<file path="src/rtl/change_trace_monitor.sv">
// change_trace_monitor: per-channel shadow compare, round-robin issue of
// change records {ch, value, ts} into a first-word-fall-through record FIFO.
module change_trace_monitor #(
  parameter int NUM_CH     = 32,
  parameter int DATA_W     = 32,
  parameter int TS_W       = 32,
  parameter int FIFO_DEPTH = 16,
  parameter int CH_W       = $clog2(NUM_CH)
) (
  input  logic                       clk,
  input  logic                       rst,
  input  logic                       en,
  input  logic [NUM_CH*DATA_W-1:0]   snap_data,
  input  logic [NUM_CH-1:0]          snap_mask,
  output logic                       rec_valid,
  input  logic                       rec_ready,
  output logic [CH_W-1:0]            rec_ch,
  output logic [DATA_W-1:0]          rec_data,
  output logic [TS_W-1:0]            rec_ts,
  output logic [$clog2(FIFO_DEPTH):0] fifo_level,
  output logic [15:0]                drop_cnt,
  output logic                       primed
);

  localparam int AW = $clog2(FIFO_DEPTH);
  localparam int LW = AW + 1;

  logic [TS_W-1:0]   ts_q;
  logic              primed_q;
  logic [NUM_CH-1:0] pend_q, pend_d;
  logic [CH_W-1:0]   rr_q, rr_d;
  logic [AW-1:0]     wr_q, rd_q;
  logic [LW-1:0]     lvl_q, lvl_d;
  logic [15:0]       drop_q, drop_d;

  logic [DATA_W-1:0] shadow_q   [NUM_CH];
  logic [DATA_W-1:0] hold_val_q [NUM_CH];
  logic [TS_W-1:0]   hold_ts_q  [NUM_CH];

  logic [CH_W-1:0]   mem_ch   [FIFO_DEPTH];
  logic [DATA_W-1:0] mem_data [FIFO_DEPTH];
  logic [TS_W-1:0]   mem_ts   [FIFO_DEPTH];

  logic [NUM_CH-1:0] chg;
  logic              found;
  logic [CH_W-1:0]   sel;
  logic [CH_W:0]     jw;
  logic [CH_W-1:0]   jj;
  logic              full, pop, issue;
  logic [16:0]       ndrop, drop_sum;

  // FIFO head is presented straight from storage
  assign rec_valid  = (lvl_q != '0);
  assign rec_ch     = mem_ch[rd_q];
  assign rec_data   = mem_data[rd_q];
  assign rec_ts     = mem_ts[rd_q];
  assign fifo_level = lvl_q;
  assign drop_cnt   = drop_q;
  assign primed     = primed_q;

  assign full  = (lvl_q == LW'(FIFO_DEPTH));
  assign pop   = rec_valid && rec_ready;
  assign issue = en && found && (!full || pop);

  // a monitored channel changed against its shadow while tracing
  always_comb begin
    chg = '0;
    for (int i = 0; i < NUM_CH; i++) begin
      chg[i] = en && primed_q && snap_mask[i] &&
               (snap_data[i*DATA_W +: DATA_W] != shadow_q[i]);
    end
  end

  // first pending channel at or after rr_q, circular
  always_comb begin
    found = 1'b0;
    sel   = '0;
    jw    = '0;
    jj    = '0;
    for (int k = 0; k < NUM_CH; k++) begin
      jw = {1'b0, rr_q} + (CH_W+1)'(k);
      if (jw >= (CH_W+1)'(NUM_CH)) begin
        jw = jw - (CH_W+1)'(NUM_CH);
      end
      jj = jw[CH_W-1:0];
      if (!found && pend_q[jj]) begin
        found = 1'b1;
        sel   = jj;
      end
    end
  end

  // pending flags, coalesced-change count and pointer/level next state
  always_comb begin
    pend_d = pend_q;
    ndrop  = '0;
    for (int i = 0; i < NUM_CH; i++) begin
      unique case (1'b1)
        !en: begin
          pend_d[i] = 1'b0;
        end
        chg[i]: begin
          pend_d[i] = 1'b1;
          if (pend_q[i] && !(issue && sel == CH_W'(i))) begin
            ndrop = ndrop + 17'd1;
          end
        end
        default: begin
          if (issue && sel == CH_W'(i)) begin
            pend_d[i] = 1'b0;
          end
        end
      endcase
    end
    drop_sum = {1'b0, drop_q} + ndrop;
    drop_d   = drop_sum[16] ? 16'hFFFF : drop_sum[15:0];
    rr_d     = (sel == CH_W'(NUM_CH-1)) ? '0 : sel + CH_W'(1);
    lvl_d    = lvl_q;
    unique case ({issue, pop})
      2'b10:   lvl_d = lvl_q + LW'(1);
      2'b01:   lvl_d = lvl_q - LW'(1);
      default: lvl_d = lvl_q;
    endcase
  end

  // control state: timestamp, priming, pending, arbiter and FIFO pointers
  always_ff @(posedge clk) begin
    if (rst) begin
      ts_q     <= '0;
      primed_q <= 1'b0;
      pend_q   <= '0;
      rr_q     <= '0;
      wr_q     <= '0;
      rd_q     <= '0;
      lvl_q    <= '0;
      drop_q   <= '0;
    end else begin
      ts_q     <= ts_q + TS_W'(1);
      primed_q <= en;
      pend_q   <= pend_d;
      drop_q   <= drop_d;
      lvl_q    <= lvl_d;
      if (issue) begin
        rr_q <= rr_d;
        wr_q <= wr_q + AW'(1);
      end
      if (pop) begin
        rd_q <= rd_q + AW'(1);
      end
    end
  end

  // datapath storage: shadow, per-channel hold and record FIFO
  always_ff @(posedge clk) begin
    for (int i = 0; i < NUM_CH; i++) begin
      if (en) begin
        shadow_q[i] <= snap_data[i*DATA_W +: DATA_W];
      end
      if (chg[i]) begin
        hold_val_q[i] <= snap_data[i*DATA_W +: DATA_W];
        hold_ts_q[i]  <= ts_q;
      end
    end
    if (issue) begin
      mem_ch[wr_q]   <= sel;
      mem_data[wr_q] <= hold_val_q[sel];
      mem_ts[wr_q]   <= hold_ts_q[sel];
    end
  end

endmodule

</file>
<file path="config.mk">
export PLATFORM = sky130hd
export DESIGN_NAME = change_trace_monitor
export DESIGN_NICKNAME = d
export VERILOG_FILES = /design/src/rtl/change_trace_monitor.sv
export SDC_FILE = /design/constraint.sdc
export NUM_CORES = 2
export LEC_CHECK = 0
export BUFFER_PORTS_ARGS = -buffer_cell sky130_fd_sc_hd__clkbuf_2
export CAP_MARGIN = 30
export CORE_MARGIN = 2
export CORE_UTILIZATION = 45
export DETAILED_ROUTE_END_ITERATION = 12
export PLACE_DENSITY = 0.6
export SLEW_MARGIN = 40
export SYNTH_ARGS = -nofsm -noshare
export SYNTH_HDL_FRONTEND = slang
export SYNTH_MEMORY_MAX_BITS = 65536
export SYNTH_SLANG_ARGS = --single-unit
</file>
<file path="constraint.sdc">
create_clock -name clk -period 84.5 [get_ports clk]
set_clock_uncertainty 0.05 [all_clocks]
set_input_delay 4.225 -clock clk [delete_from_list [all_inputs] [get_ports clk]]
set_output_delay 4.225 -clock clk [all_outputs]
set_load 0.03 [all_outputs]
</file>
==> reports/results.tsv <==
stage	metric	value	unit
sta	rsz0062_at_grt	false	
critical_path	end_kind	register	
cts	cts_num_sinks	4279	
logic_synthesis	async_reset_ff_share	0	%
placed_design	dpl_cell_area	196000	um2
logic_synthesis	synth_area_leaders	edfxtp_1, mux4_2, xnor2_1	
cts	clk_pin_slew	0.06	ns
finish	layout.nets	13600	
placed_design	place.gp.congestion	0.946	
logic_synthesis	yosysUniqueCellTypes	127	
cts	cts_buffer_depth	4	
floorplan	row_count	232	
logic_synthesis	ys.flop_type	edfxtp_1	
critical_path	start_kind	register	
cts	numCtsBuffers	438	
floorplan	core_area	400000	um2
route	drc	0	
sta	setup_viol	0	
logic_synthesis	syn_area_per_cell	16.4	um2
sta	fin_crit_sh	37.1	%
critical_path	worst_path_largest_cell_delay	0.73	ns
cts	cts_tree	done	
floorplan	die_h	638	um
sta	finalHoldViolations	0	
finish	final_cell_mix	edfxtp_1, clkbuf_2, xnor2_1	
sta	slew_viol_final	0	
cts	insertion_delay	1.03	ns
route	drt-wirelength-per-cell	34.5	um
sta	worstMarginPinSlew	1.03	ns
global_routing	grt_max_degree	118	
critical_path	cp_max_fo	59	
critical_path	crit_arrival	32.11	ns
cts	postCtsResizedCells	0	
cts	htree_levels	5	
placed_design	post-dp-hpwl	439000	um
critical_path	criticalPathCategory	register to register	
global_routing	grt_pass1_vias	107000	
route	antenna_left	0	
global_routing	antenna_found_initial	166	
sta	fmax	31.9	MHz
critical_path	crit_slowest_cell	nor2_1	
logic_synthesis	yosysWarnings	0	
sta	fin_crit	31.34	ns
finish	n_fill_cell	32700	
critical_path	critical_path.most_common_cell	ha_1	
logic_synthesis	synth_edf_count	4176	
floorplan	io_pins	1152	
finish	multi_input_area	52600	um2
route	avgViaCountPerCell	6.06	
logic_synthesis	synth_top_cell_by_area	edfxtp_1	
floorplan	die-area	407000	um2
route	routed_wl	628000	um
logic_synthesis	synth_top_area_share	69.3	%
sta	setup_ws	53.16	ns
finish	regArea	128000	um2
cts	cts_hold_buf	0	
route	via_count	110000	
logic_synthesis	synth_area	181000	um2
finish	final_util	52.5	%
route	dr.pass1.iters	9	
cts	cts_root_buffer	clkbuf_16	
critical_path	rr_worst_depth	125	
floorplan	start_util	45.3	%
hold_path	hold_class	register to register	
floorplan	dieWidth	638	um
sta	slew_headroom	30.5	%
placed_design	pre_cts_ws	53.40	ns
hold_path	holdPathStages	2	
logic_synthesis	yosysSeqAreaShare	70.4	%
finish	syn2layout_area_growth	15.9	%
finish	layout_commonest_cell	edfxtp_1	
critical_path	worstPathRequired	85.27	ns
finish	drive_above_1_share	23.4	%
logic_synthesis	ys_ff_latch	4279	
global_routing	grt_pass1_wl	858000	um
sta	tns	0	ns
route	drt_iter0_markers	14300	
global_routing	grtUsageTotal	30.1	%
run_status	outcome	completed	
global_routing	grt.overflow.total	0	
logic_synthesis	syn-instance-count	11000	
cts	cts_setup_buffers	0	
run	maxCapViolCount	0	
placed_design	port_buffers	1151	
finish	final_area	210000	um2
==> final timing paths <==
path	startpoint	end	slack, ns
worst max register to register	rr_q[1]	drop_cnt[14]	53.16
worst min register to register	rr_q[2]	rr_q[2]	0.46
worst max-delay path	rr_q[1]	drop_cnt[14]	53.16
worst min-delay path	rr_q[2]	rr_q[2]	0.46
==> state kept, by name, indices dropped and copies added (netlist names), 32 cells and up, named ones only <==
name,count
shadow_q,1024
hold_ts_q,1024
mem_data,512
ts_q,32
mem_ch,80
hold_val_q,1024
mem_ts,512
pend_q,32
==> cells in the mapped netlist, types with 16 or more instances <==
cell type	n
o21ai_0	245
mux4_2	423
and2_0	23
nor2_1	350
nor2b_1	18
nand3_1	180
o31ai_1	18
nand4_1	267
edfxtp_1	4176
buf_1	136
xnor2_1	1011
a32oi_1	43
mux2_2	204
o211ai_1	35
a21boi_0	16
dfxtp_1	103
inv_1	71
buf_2	25
a221oi_1	27
nand2_1	849
ha_1	71
a31oi_1	122
a22oi_1	23
or3_1	27
nor4_1	110
a211oi_1	183
a21o_1	20
and3_1	35
o22ai_1	48
a311oi_1	16
nand2b_1	20
and2_1	81
xor2_1	205
mux2i_1	812
clkbuf_1	319
a21oi_1	290
nor3_1	51
==> per-layer routing <==
layer	vias to the layer above	global-route usage [%]	share of wire (%)
li1	46100	-	-
met1	57500	40.6	40
met2	5625	48.0	47
met3	1116	4.79	8.0
met4	54	14.1	5.3
met5	-	0	0.055
==> critical path: cells and delay by family (launching register included) <==
kind,cells,cell delay (ns)
AO/OA/AOI/OAI,37,6.87
flip-flops,1,0.31
AND/OR/NAND/NOR,28,5.25
adder cells (fa/ha/maj),33,10.14
multiplexers,16,5.39
buffers and inverters,11,2.99
==> cell type report <==
class | instances | area share (%)
antenna | 108 | 0.129
tap | 5265 | 3.14
multi-input combinational | 6178 | 25.1
timing repair buffer | 1488 | 4.12
sequential | 4279 | 60.8
clock buffer | 551 | 5.54
clock inverter | 260 | 1.08
inverter | 78 | 0.153
==> cells by family after synthesis <==
kind of cell    count (synthesis)  synth area share, %
compound gates               1288                 4.74
xor+xnor                     1259                 6.37
fa+ha+maj                      76                0.529
buf+inv                       577                 1.28
flops                        4279                 70.4
mux                          1450                 11.1
other cells                     1              0.00207
simple gates                 2099                 5.56
==> stage by stage <==
step                      std cells  hold WS [ns]
after floorplan               11000         0.432
after global placement        17300         0.422
after detailed placement      17300         0.440
after CTS                     18100         0.455
after global routing          18200         0.486
final                         18200         0.457
Power is not shown: default switching activity piles up to over one toggle a cycle in this logic, so the estimate is an artifact.
